**src/rtl/uart_pkg.sv**
```systemverilog
`default_nettype none
// ============================================================================
//  Package   : uart_pkg
//  Purpose   : Shared types and encodings for the UART TX/RX paths.
//              ST_BREAK exists only when UART_TX_BREAK_EN is defined.
//  Revision  : 1.0  initial release
// ============================================================================
package uart_pkg;

    // Raw encodings of the parity_mode configuration input
    localparam logic [1:0] c_PARITY_MODE_NONE = 2'b00;
    localparam logic [1:0] c_PARITY_MODE_EVEN = 2'b01;
    localparam logic [1:0] c_PARITY_MODE_ODD  = 2'b10;

    typedef enum logic [1:0] {
        PARITY_NONE = c_PARITY_MODE_NONE,
        PARITY_EVEN = c_PARITY_MODE_EVEN,
        PARITY_ODD  = c_PARITY_MODE_ODD
    } parity_mode_e;

    // The state names the bit currently driven on the line
    typedef enum logic [2:0] {
        ST_IDLE   = 3'd0,
        ST_START  = 3'd1,
        ST_DATA   = 3'd2,
        ST_PARITY = 3'd3,
        ST_STOP1  = 3'd4,
        ST_STOP2  = 3'd5
`ifdef UART_TX_BREAK_EN
        , ST_BREAK = 3'd6
`endif
    } tx_state_e;

    // The unused encoding 2'b11 behaves as "no parity"
    function automatic parity_mode_e decode_parity(input logic [1:0] mode);
        case (mode)
            c_PARITY_MODE_EVEN: return PARITY_EVEN;
            c_PARITY_MODE_ODD:  return PARITY_ODD;
            default:            return PARITY_NONE;
        endcase
    endfunction

endpackage
`default_nettype wire

```
**src/rtl/sync_fifo.sv**
```systemverilog
`default_nettype none
// ============================================================================
//  Module    : sync_fifo
//  Purpose   : Single-clock FIFO, power-of-two depth. Read data is valid
//              combinationally while not empty; full/empty/count are
//              registered and reflect a push or pop one clock later.
//  Revision  : 1.0  initial release
// ============================================================================
module sync_fifo
    import uart_pkg::*;
#(
    parameter int WIDTH = 8,
    parameter int DEPTH = 16
) (
    input  logic                     clk,
    input  logic                     reset,
    input  logic                     push,
    input  logic [WIDTH-1:0]         push_data,
    input  logic                     pop,
    output logic [WIDTH-1:0]         pop_data,
    output logic                     full,
    output logic                     empty,
    output logic [$clog2(DEPTH):0]   count
);

    localparam int c_AW = $clog2(DEPTH);
    localparam logic [c_AW:0] c_DEPTH_CNT = (c_AW + 1)'(DEPTH);

    logic [WIDTH-1:0] r_mem [DEPTH];
    logic [c_AW-1:0]  r_wr_ptr;
    logic [c_AW-1:0]  r_rd_ptr;
    logic [c_AW:0]    r_count;
    logic             r_full;
    logic             r_empty;
    logic             w_do_push;
    logic             w_do_pop;
    logic [c_AW:0]    w_count_next;

    // Requests are qualified here so callers may hold push/pop freely
    assign w_do_push = push && !r_full;
    assign w_do_pop  = pop && !r_empty;

    // Occupancy after this clock; a simultaneous push and pop cancels out
    always_comb begin
        w_count_next = r_count;
        if (w_do_push && !w_do_pop) begin
            w_count_next = r_count + 1'b1;
        end else if (w_do_pop && !w_do_push) begin
            w_count_next = r_count - 1'b1;
        end
    end

    // Storage write; contents need no reset since pointers gate visibility
    always_ff @(posedge clk) begin
        if (w_do_push) begin
            r_mem[r_wr_ptr] <= push_data;
        end
    end

    // Pointers and registered status flags
    always_ff @(posedge clk) begin
        if (reset) begin
            r_wr_ptr <= '0;
            r_rd_ptr <= '0;
            r_count  <= '0;
            r_full   <= 1'b0;
            r_empty  <= 1'b1;
        end else begin
            if (w_do_push) r_wr_ptr <= r_wr_ptr + 1'b1;
            if (w_do_pop)  r_rd_ptr <= r_rd_ptr + 1'b1;
            r_count <= w_count_next;
            r_full  <= (w_count_next == c_DEPTH_CNT);
            r_empty <= (w_count_next == '0);
        end
    end

    assign pop_data = r_mem[r_rd_ptr];
    assign full     = r_full;
    assign empty    = r_empty;
    assign count    = r_count;

endmodule
`default_nettype wire

```
**src/rtl/uart_tx_fifo.sv**
```systemverilog
`default_nettype none
// ============================================================================
//  Module    : uart_tx_fifo
//  Purpose   : Buffered UART transmitter. Stream words are queued in a
//              sync_fifo and sent LSB-first on baud_tick with optional
//              even/odd parity and 1 or 2 stop bits, frames back-to-back.
//              Define UART_TX_BREAK_EN to add break_req and the BREAK state.
//  Revision  : 1.0  initial release
// ============================================================================
module uart_tx_fifo
    import uart_pkg::*;
#(
    parameter int DATABITS   = 8,
    parameter int FIFO_DEPTH = 16
) (
    input  logic                          clk,
    input  logic                          reset,
    input  logic                          baud_tick,
    input  logic [DATABITS-1:0]           s_data,
    input  logic                          s_valid,
    output logic                          s_ready,
    input  logic [1:0]                    parity_mode,
    input  logic                          stop2,
    output logic                          tx_data,
    output logic                          tx_busy,
    output logic [$clog2(FIFO_DEPTH):0]   fifo_count
`ifdef UART_TX_BREAK_EN
    ,
    input  logic                          break_req
`endif
);

    localparam int c_IDX_W = $clog2(DATABITS);
    localparam logic [c_IDX_W-1:0] c_LAST_IDX = c_IDX_W'(DATABITS - 1);

    tx_state_e               r_state;
    logic [DATABITS-1:0]     r_shift;
    logic [c_IDX_W-1:0]      r_idx;
    logic                    r_par_en;
    logic                    r_par_bit;
    logic                    r_stop2;
    logic                    r_tx_data;
    logic                    r_tx_busy;

    logic [DATABITS-1:0]     w_fifo_rdata;
    logic                    w_fifo_full;
    logic                    w_fifo_empty;
    logic                    w_frame_end;
    logic                    w_gap;
    logic                    w_break;
    logic                    w_pop;
    parity_mode_e            w_mode;

    sync_fifo #(
        .WIDTH (DATABITS),
        .DEPTH (FIFO_DEPTH)
    ) u_fifo (
        .clk       (clk),
        .reset     (reset),
        .push      (s_valid),
        .push_data (s_data),
        .pop       (w_pop),
        .pop_data  (w_fifo_rdata),
        .full      (w_fifo_full),
        .empty     (w_fifo_empty),
        .count     (fifo_count)
    );

`ifdef UART_TX_BREAK_EN
    assign w_break = break_req;
`else
    assign w_break = 1'b0;
`endif

    assign w_mode      = decode_parity(parity_mode);
    // Last stop-bit period of a frame is on the line
    assign w_frame_end = ((r_state == ST_STOP1) && !r_stop2) || (r_state == ST_STOP2);
    // Tick at which a new frame (or break) may begin
    assign w_gap       = baud_tick && ((r_state == ST_IDLE) || w_frame_end);
    assign w_pop       = w_gap && !w_break && !w_fifo_empty;

    // Frame sequencer: every line change happens on a baud tick
    always_ff @(posedge clk) begin
        if (reset) begin
            r_state   <= ST_IDLE;
            r_shift   <= '0;
            r_idx     <= '0;
            r_par_en  <= 1'b0;
            r_par_bit <= 1'b0;
            r_stop2   <= 1'b0;
            r_tx_data <= 1'b1;
            r_tx_busy <= 1'b0;
        end else if (baud_tick) begin
            case (r_state)
                ST_START: begin
                    r_tx_data <= r_shift[0];
                    r_shift   <= r_shift >> 1;
                    r_idx     <= '0;
                    r_state   <= ST_DATA;
                end
                ST_DATA: begin
                    if (r_idx != c_LAST_IDX) begin
                        r_tx_data <= r_shift[0];
                        r_shift   <= r_shift >> 1;
                        r_idx     <= r_idx + 1'b1;
                    end else if (r_par_en) begin
                        r_tx_data <= r_par_bit;
                        r_state   <= ST_PARITY;
                    end else begin
                        r_tx_data <= 1'b1;
                        r_state   <= ST_STOP1;
                    end
                end
                ST_PARITY: begin
                    r_tx_data <= 1'b1;
                    r_state   <= ST_STOP1;
                end
                ST_STOP1: begin
                    if (r_stop2) r_state <= ST_STOP2;
                end
`ifdef UART_TX_BREAK_EN
                ST_BREAK: begin
                    // One high period after break, then normal end of frame
                    if (!break_req) begin
                        r_tx_data <= 1'b1;
                        r_stop2   <= 1'b0;
                        r_state   <= ST_STOP1;
                    end
                end
`endif
                default: ;
            endcase

            // Frame boundary: break wins over queued data, otherwise chain or idle
            if (w_gap) begin
`ifdef UART_TX_BREAK_EN
                if (break_req) begin
                    r_tx_data <= 1'b0;
                    r_tx_busy <= 1'b1;
                    r_state   <= ST_BREAK;
                end else
`endif
                if (w_pop) begin
                    r_shift   <= w_fifo_rdata;
                    r_par_en  <= (w_mode != PARITY_NONE);
                    r_par_bit <= (^w_fifo_rdata) ^ (w_mode == PARITY_ODD);
                    r_stop2   <= stop2;
                    r_tx_data <= 1'b0;
                    r_tx_busy <= 1'b1;
                    r_state   <= ST_START;
                end else if (r_state != ST_IDLE) begin
                    r_tx_busy <= 1'b0;
                    r_state   <= ST_IDLE;
                end
            end
        end
    end

    assign s_ready = !w_fifo_full;
    assign tx_data = r_tx_data;
    assign tx_busy = r_tx_busy;

endmodule
`default_nettype wire

```
**config.mk**
```make
export PLATFORM = sky130hd
export DESIGN_NAME = uart_tx_fifo
export DESIGN_NICKNAME = d
export VERILOG_FILES = /design/src/rtl/uart_pkg.sv /design/src/rtl/sync_fifo.sv /design/src/rtl/uart_tx_fifo.sv
export SDC_FILE = /design/constraint.sdc
export NUM_CORES = 1
export LEC_CHECK = 0
export CAP_MARGIN = 0
export CORE_UTILIZATION = 42
export CTS_BUF_LIST = sky130_fd_sc_hd__clkbuf_4 sky130_fd_sc_hd__clkbuf_8
export CTS_CLUSTER_SIZE = 30
export DETAILED_ROUTE_END_ITERATION = 10
export DONT_BUFFER_PORTS = 1
export SYNTH_ARGS = -nofsm -noshare
export SYNTH_HDL_FRONTEND = slang
export SYNTH_HIERARCHICAL = 1
export SYNTH_SLANG_ARGS = --single-unit
```
**constraint.sdc**
```tcl
create_clock -name clk -period 4.61 [get_ports clk]
set_input_delay 0.922 -clock clk [delete_from_list [all_inputs] [get_ports clk]]
set_output_delay 0.922 -clock clk [all_outputs]
set_load 0.02 [all_outputs]
```
==> out/results.txt, run 1 <==
Cell count after synthesis = 423
Crit path DAT = 3.64 ns
Max-cap viol count = 0
Cell taking the most area after synthesis = edfxtp_1
Layout area overhead = 8.03%
Antenna violations before repair = 0
Worst EP required = 5.02 ns
First-pass GRT wire length = 20800 microns
Final HPWL DP = 8510 microns
Pin slew with the least headroom to its limit = 1.14 ns
Antenna fix cells = 0
Startpoint Class = register
Max_slew headroom = 0.237
Crit path capture type = register
Synthesized area = 6950 sq um
Cts hold-fix bufs = 0
Leak = 2.37 nW
Vias = 3575
Inst Count DP = 619
Min Tclk post-route = 3.23 ns
Top post-synthesis cells by area = edfxtp_1, dfxtp_1, mux4_2
Antenna-violating nets left = 0
Buf+Inv Stages, Crit Path = 1
Row cnt = 46
R2R setup slack = 1.38 ns
R2R Path End = r_par_bit
First-pass DRT Iterations = 4
Core Box Area = 16000 sq um
CTS tree = built
Net count after synthesis = 448
Layer with the highest usage = met2
Placed cell area = 7090 sq um
Clock root cell = clkbuf_8
Crit path top cell by count = mux4_2
Finished Layout Cells = 652
Avg Inst Size Synth = 16.4 sq um
Ports = 23
Fin area = 7510 sq um
Via density = 5.48
I/O Buffers = 0
Post-route clock period utilization = 0.701
TritonCTS Buffers = 17
Post-synth cell types = 47
H-tree Lvls = 4
Synth top cells by count = edfxtp_1, nor2_1, dfxtp_1, mux4_2, nand2_1
Synth Warn # = 6
Critical-path cell list = buf_4 -> mux4_2 -> mux4_2 -> xnor2_1 -> xnor3_1 -> nor4_1 -> a211o_1
Largest net degree at the start of global routing = 38
Die X-Extent = 131 microns
Resize count post-CTS = 0
Seq/Total Area, Yosys = 0.663
Hold Path Class = register to register
Hold Fails Final Rpt = 0
Reg2reg path depth = 7
Crit path capture = r_par_bit
Fmax = 309 MHz
Vias in the first global route = 3616
Clock skew = 0.0147 ns
GRT overflow = 0
Unrepaired setup endpoints after global routing = no
Critical-path top delay cell = dfxtp_2
Final setup TNS = 0 ns
Starting DRC count in detailed routing = 296
Crit-path max FO = 18
Met1 usage = 0.210
Reg clk slew, reported paths = 0.10 ns
Status = finished clean
# DRC = 0
Ys async rst share = 0
Count leader, synth = edfxtp_1
CP Class = register to register
Met2 usage = 0.299
Total Nets Final = 448
Flops & latches, synth = 166
CP delay by family, top = multiplexers
Cell count along the critical path = 7
Tot GR Track Use = 0.174
Top-area cell type share of the netlist area = 0.553
Pwr per Cell Area = 397 nW/um^2
Total Wirelength = 13400 microns
Setup Buffers After CTS = 0
Clock sinks = 166
Worst skew pair latency = 0.46 ns
Peak VDD IR = 0.232 mV
Routability cong. = 0.781
Clock Path Buffers = 2
Primary FF master, synth = edfxtp_1
Met3 Resource Use GR = 0.0525
Initial core utilization = 0.434
Crit path largest cell delay = 0.74 ns
Die area = 17100 sq um
Layout cell share with drive strength beyond 1 = 0.179
# setup viols final = 0
Number of synthesized flops with an enable pin = 128
Post-DR wirelength/cell = 20.5 microns
Die Height = 131 microns
Slew Viols, Final = 0
-- placed cells by master, fill, tap and decap left out, types with 5 or more instances in the layout --
master,n
a21oi_1,9
a221oi_1,8
clkbuf_8,17
dfxtp_1,37
edfxtp_1,128
ha_1,10
inv_1,11
mux4_1,11
mux4_2,29
nand2_1,19
nand2b_1,6
nor2_1,41
nor2b_1,8
nor3_1,8
nor4_1,5
nor4_2,5
o21ai_0,6
xnor2_1,8
xor2_1,6
-- state kept, by name, indices dropped and copies added (netlist names), named ones only --
name,flops
u_fifo/r_mem,128
u_fifo/r_wr_ptr,4
r_shift,8
r_state,3
r_stop2,1
u_fifo/empty,1
r_par_bit,1
r_par_en,1
u_fifo/count,5
r_idx,3
tx_busy,1
u_fifo/r_rd_ptr,4
tx_data,1
u_fifo/full,1
-- routing by layer --
layer | vias to the layer above | routed length (microns)
met5 | - | 0
met4 | 0 | 102
met3 | 10 | 685
met2 | 76 | 7010
met1 | 1825 | 5580
li1 | 1664 | -
-- report_power, final --
group / switching (mW) / leakage [nW] / internal [mW]
sequential: 0.0482 / 1.47 / 1.65
clock: 0.594 / 0.212 / 0.461
combinational: 0.117 / 0.692 / 0.115
total: 0.760 / 2.37 / 2.22
-- stage by stage --
| step | worst slack, ns | hold WS [ns] | util | power (mW) |
|---|---|---|---|---|
| finish | 1.38 | 0.464 | 0.469 | 2.98 |
| global route | 1.18 | 0.485 | 0.469 | 3.10 |
| CTS | 1.32 | 0.464 | 0.469 | 3.01 |
| detailed placement | 1.28 | 0.446 | 0.443 | 1.96 |
| global placement | 1.37 | 0.436 | 0.443 | 1.96 |
| floorplan | 1.74 | 0.436 | - | 1.93 |
-- cell type report --
cell class                 instances  area (sq um)
tap                              216           270
clock inverter                    15           181
clock buffer                      17           234
sequential                       166          4610
multi-input combinational        222          2130
timing repair buffer               4          27.5
inverter                          12          57.6
fill                            1405          8490
-- worst min-delay path: cells and delay by family, from the launching register on --
kind | cells | cell delay [ns]
compound gates | 1 | 0.05
simple gates | 1 | 0.05
flops | 1 | 0.33
-- worst min path at each step --
stage	depth (start not counted)	slack [ns]	to	from
after floorplan	2	0.44	r_idx[1]	r_idx[1]
after global placement	2	0.44	r_idx[1]	r_idx[1]
after detailed placement	2	0.45	r_idx[1]	r_idx[1]
after CTS	2	0.46	r_idx[2]	r_idx[2]
after global routing	1	0.48	u_fifo/r_wr_ptr[0]	reset
final	2	0.46	r_idx[2]	r_idx[2]
-- logic make-up after synthesis --
group | Yosys count | share of synthesized area
flip-flops | 166 | 0.663
XOR/XNOR | 15 | 0.0209
AO/OA/AOI/OAI | 43 | 0.0434
AND/OR/NAND/NOR | 114 | 0.0859
multiplexers | 40 | 0.136
buffers and inverters | 35 | 0.0337
adder cells (fa/ha/maj) | 10 | 0.0180
Note: power is estimated with default switching activity, not from simulation.
==> run 2: changes to the inputs <==
Clock period 4.61 ns to 3.12 ns, I/O delays scaled along.
==> run 2 against run 1 <==
Register-to-register slack got worse by 1.2 ns. Count of clock-buffer cells in the layout unchanged. Worst setup slack got worse by 1.2 ns. Global-route usage increased by 0.25 points. Fmax increased by 11%. Critical path depth increased by 1. Cell count increased by 2.9%. Combinational power increased by 60%. Die area unchanged.
==> out/results.txt, run 2 (synthesis gave the netlist of run 1 again) <==
Crit path capture type = register
GRT overflow = 0 (unchanged)
Vias = 3673 (+2.7%)
# setup viols final = 0 (unchanged)
Initial core utilization = 0.434 (unchanged)
Leak = 2.45 nW (+3.5%)
Pre-CTS WS = 0.157 ns (-1.12 ns)
Die Height = 131 microns (unchanged)
Min Tclk post-route = 2.91 ns (-0.321 ns)
First-pass DRT Iterations = 6 (+2)
Tot GR Track Use = 0.177 (+0.00253)
Fmax = 343 MHz (+11%)
Core Box Area = 16000 sq um (unchanged)
Clock Path Buffers = 2 (unchanged)
Total Wirelength = 13700 microns (+2.0%)
Layout cell share with drive strength beyond 1 = 0.202 (+0.0233)
Final hold slack = 0.239 ns (-0.224 ns)
First-pass GRT wire length = 21200 microns (+1.8%)
Starting DRC count in detailed routing = 315 (+6.4%)
Finished Layout Cells = 671 (+2.9%)
Largest net degree at the start of global routing = 38 (unchanged)
CTS tree = built
Max-cap viol count = 0 (unchanged)
H-tree Lvls = 4 (unchanged)
Max reg flops = 128 (unchanged)
Antenna-violating nets left = 0 (unchanged)
Die area = 17100 sq um (unchanged)
# DRC = 0 (unchanged)
Row cnt = 46 (unchanged)
Hold Fails Final Rpt = 0 (unchanged)
Status = finished clean
Cts hold-fix bufs = 0 (unchanged)
Peak VDD IR = 0.347 mV (+50%)
Reg clk slew, reported paths = 0.09 ns (about the same)
Final Util = 0.478 (+0.00844)
Worst skew pair latency = 0.45 ns (about the same)
TritonCTS Buffers = 17 (unchanged)
Unrepaired setup endpoints after global routing = no
Max_slew headroom = 0.169 (-0.0684)
Design Power = 4.41 mW (+48%)
Resize count post-CTS = 0 (unchanged)
Crit path DAT = 3.26 ns (-0.38 ns)
Antenna fix cells = 0 (unchanged)
Hold Path Class = primary input to register
Ports = 23 (unchanged)
Biggest register = u_fifo/r_mem
Post-DR wirelength/cell = 20.3 microns (-0.84%)
Pin slew with the least headroom to its limit = 1.23 ns (+0.0937 ns)
Total Nets Final = 467 (+4.2%)
Routability cong. = 0.776 (-0.54%)
Slew Viols, Final = 0 (unchanged)
Final worst setup slack = 0.208 ns (-1.17 ns)
Via density = 5.47 (-0.17%)
Die X-Extent = 131 microns (unchanged)
Post-route clock period utilization = 0.933 (+0.232)
Most frequent cells in the layout = edfxtp_1, nor2_1, dfxtp_1, mux4_2, buf_4
Vias in the first global route = 3592 (-0.66%)
I/O Buffers = 0 (unchanged)
Clock skew = 0.0149 ns (+0.000164 ns)
Clock root cell = clkbuf_8
Inst Count DP = 639 (+3.2%)
CP Class = register to register
Clock sinks = 166 (unchanged)
Crit-path max FO = 15 (-3)
Setup Buffers After CTS = 0 (unchanged)
Commonest non-fill, non-tap cell in the layout = edfxtp_1
Startpoint Class = register
Final setup TNS = 0 ns (unchanged)
Final HPWL DP = 8580 microns (+0.88%)
Placed cell area = 7240 sq um (+2.2%)
Pwr per Cell Area = 578 nW/um^2 (+45%)
Worst EP required = 3.47 ns (-1.55 ns)
Antenna violations before repair = 0 (unchanged)
Fin area = 7640 sq um (+1.8%)
Layout area overhead = 9.97%
-- run 2: final cells by class --
cell class / count / area, sq um
Timing Repair Buffer: 23 / 198
Inverter: 12 / 57.6
Fill cell: 1394 / 8360
Clock inverter: 15 / 166
Tap cell: 216 / 270
Clock buffer: 17 / 234
Multi-Input combinational cell: 222 / 2110
Sequential cell: 166 / 4610
-- run 2: worst paths after layout --
check / start / to / slack, ns / depth (start not counted)
worst min register to register: r_idx[1] / r_idx[1] / 0.46 / 2
worst max register to register: r_state[2] / u_fifo/full / 0.21 / 8
worst min-delay path: reset / u_fifo/r_wr_ptr[1] / 0.24 / 1
worst max-delay path: r_state[2] / u_fifo/full / 0.21 / 8
-- run 2: per-layer routing --
layer	wire length, microns	global-route usage
met1	6020	0.233
met2	6850	0.287
met3	682	0.0452
met4	93	0.0581
met5	0	0
-- run 2: where the power goes --
part / leakage, nW / internal, mW / switching, mW
Sequential: 1.47 / 2.43 / 0.0552
Clock: 0.201 / 0.732 / 0.824
Combinational: 0.785 / 0.181 / 0.191
Total: 2.45 / 3.34 / 1.07
-- run 2: worst max-delay path, cell delays in order, from the launching register on --
cell	delay, ns
dfxtp_1	0.39
and3b_1	0.24
or4_4	0.66
clkinv_8	0.13
nor2b_1	0.40
nor3_1	0.11
nor4_1	0.41
o31a_1	0.25
nor4bb_1	0.22
==> run 3: changes to the inputs <==
Clock period 3.12 ns to 2.6 ns, I/O delays scaled along.
==> run 3 against run 2 <==
The flow now finishes with violations (negative setup slack). Combinational power increased by 32%. Fmax is 12% higher. Via count rose by 2.3%.
==> out/results.txt, run 3 (synthesis gave the netlist of run 1 again) <==
Clock skew = 0.0117 ns (-0.00324 ns)
First-pass DRT Iterations = 5 (-1)
Max-cap viol count = 0 (unchanged)
Crit path DAT = 3.02 ns (-0.24 ns)
Worst Hold End = u_fifo/r_wr_ptr[1]
TritonCTS Buffers = 17 (unchanged)
Hold Fails Final Rpt = 0 (unchanged)
Met3 Resource Use GR = 0.0379 (-0.00733)
Unrepaired setup endpoints after global routing = yes
Hold Crit Start = reset
Max reg flops = 128 (unchanged)
Slew Viols, Final = 0 (unchanged)
Design Power = 5.47 mW (+24%)
Biggest register = u_fifo/r_mem
Tot GR Track Use = 0.181 (+0.00443)
Routability cong. = 0.767 (-1.1%)
R2R setup slack = -0.009 ns (-0.22 ns)
Via density = 5.49 (+0.34%)
GRT overflow = 0 (unchanged)
Finished Layout Cells = 684 (+1.9%)
Antenna-violating nets left = 0 (unchanged)
# setup viols final = 1 (+1)
Pin slew with the least headroom to its limit = 0.529 ns (-0.704 ns)
Final worst setup slack = -0.00933 ns (-0.218 ns)
Crit path largest cell delay = 0.55 ns (-0.11 ns)
Post-route clock period utilization = 1.00 (+0.0704)
Final hold slack = 0.116 ns (-0.123 ns)
Failing checks = negative setup slack
CP delay by family, top = multiplexers
Antenna fix cells = 0 (unchanged)
Met2 usage = 0.309 (+0.0221)
Max_slew headroom = 0.647 (+0.478)
Met1 usage = 0.227 (-0.00631)
Final Util = 0.490 (+0.0121)
Total Nets Final = 480 (+2.8%)
Total Wirelength = 14100 microns (+3.1%)
Layout area overhead = 12.8%
Critical-path top delay cell = mux4_1
CTS tree = built
H-tree Lvls = 4 (unchanged)
Die X-Extent = 131 microns (unchanged)
Leak = 2.56 nW (+4.3%)
Most frequent cells in the layout = edfxtp_1, nor2_1, dfxtp_1, buf_4, mux4_2
Hold Path Class = primary input to register
Clock sinks = 166 (unchanged)
Layer with the highest usage = met2
Row cnt = 46 (unchanged)
Pwr per Cell Area = 698 nW/um^2 (+21%)
# DRC = 0 (unchanged)
Initial core utilization = 0.434 (unchanged)
Worst EP required = 3.01 ns (-0.46 ns)
Critical-path cell list = buf_12 -> mux4_1 -> mux4_2 -> xor2_1 -> xnor3_1 -> nor4_1 -> a211o_1
Die area = 17100 sq um (unchanged)
Crit path capture type = register
Largest net degree at the start of global routing = 38 (unchanged)
CP Class = register to register
Vias = 3757 (+2.3%)
First-pass GRT wire length = 21700 microns (+2.6%)
Buf+Inv Stages, Crit Path = 1 (unchanged)
Clock Path Buffers = 2 (unchanged)
Reg2reg path depth = 7 (-1)
R2R Path End = r_par_bit
Commonest non-fill, non-tap cell in the layout = edfxtp_1
I/O Buffers = 0 (unchanged)
Vias in the first global route = 3815 (+6.2%)
Antenna violations before repair = 0 (unchanged)
Peak VDD IR = 0.410 mV (+18%)
Starting DRC count in detailed routing = 332 (+5.4%)
Status = complete, but fails checks
Fmax = 383 MHz (+12%)
Min Tclk post-route = 2.61 ns (-0.302 ns)
Die Height = 131 microns (unchanged)
Final HPWL DP = 9010 microns (+5.1%)
Layout cell share with drive strength beyond 1 = 0.239 (+0.0371)
Startpoint Class = register
Cts hold-fix bufs = 0 (unchanged)
Crit-path max FO = 12 (-3)
Post-DR wirelength/cell = 20.6 microns (+1.1%)
WHS Path Cells = 1 (unchanged)
Ports = 23 (unchanged)
Core Box Area = 16000 sq um (unchanged)
Reg clk slew, reported paths = 0.09 ns (about the same)
Worst skew pair latency = 0.46 ns (about the same)
Clock root cell = clkbuf_8
Inst Count DP = 651 (+1.9%)
## run 3: changes by cell type in the layout (fill, tap and decap cells not counted), moves of 2 or more
cell        before  now
buf_4           21   32
inv_8            3    6
buf_12           2    4
clkinv_2         2    0
clkinv_4         1    3
clkinv_8         1    3
clkinvlp_4       2    0
inv_6            4    2
xnor2_1          8    6
xnor2_2          0    2
## run 3: repair_timing
item	in CTS	in global routing
setup buffers	0	1
resized for setup	3	4
endpoints found under the setup margin	1	2
pin swaps	0	4
## run 3: metrics by stage
stage | setup WS, ns | cell area [sq um] | TNS [ns]
after floorplan | 0.0609 | 6950 | 0
after global placement | -0.0699 | 7360 | -0.0699
after detailed placement | -0.0389 | 7360 | -0.0389
after CTS | -0.0231 | 7810 | -0.0231
after global routing | -0.131 | 7840 | -0.131
final | -0.00933 | 7840 | -0.00933
## run 3: power breakdown
group | internal (mW) | switching [mW]
Sequential | 2.92 | 0.0689
Combinational | 0.252 | 0.239
Clock | 0.917 | 1.07
Total | 4.09 | 1.38
## run 3: area by class of cell
cell class | instances | area (sq um)
well taps | 216 | 270
repair buffers | 36 | 320
flip-flops and latches | 166 | 4610
multi-input cells | 222 | 2140
inverters | 12 | 57.6
fillers | 1371 | 8160
clock buffers | 17 | 234
clock inverters | 15 | 204
## run 3: how the worst max path moves through the flow
| stage | startpoint | to | slack, ns | cells past startpoint |
|---|---|---|---|---|
| 6_report | register | r_par_bit | -0.009 | 7 |
| 5_1_grt | register | r_par_bit | -0.13 | 7 |
| 4_1_cts | register | r_par_bit | -0.02 | 7 |
| 3_5_place_dp | register | r_par_bit | -0.04 | 8 |
| 3_3_place_gp | register | r_par_bit | -0.07 | 7 |
| 2_1_floorplan | register | r_par_bit | 0.06 | 8 |
## run 3: layer usage
metal  vias up  wire length (microns)
met4         0                    207
met3        15                    473
met5         -                      0
met2        84                   7130
li1       1731                      -
met1      1927                   6270
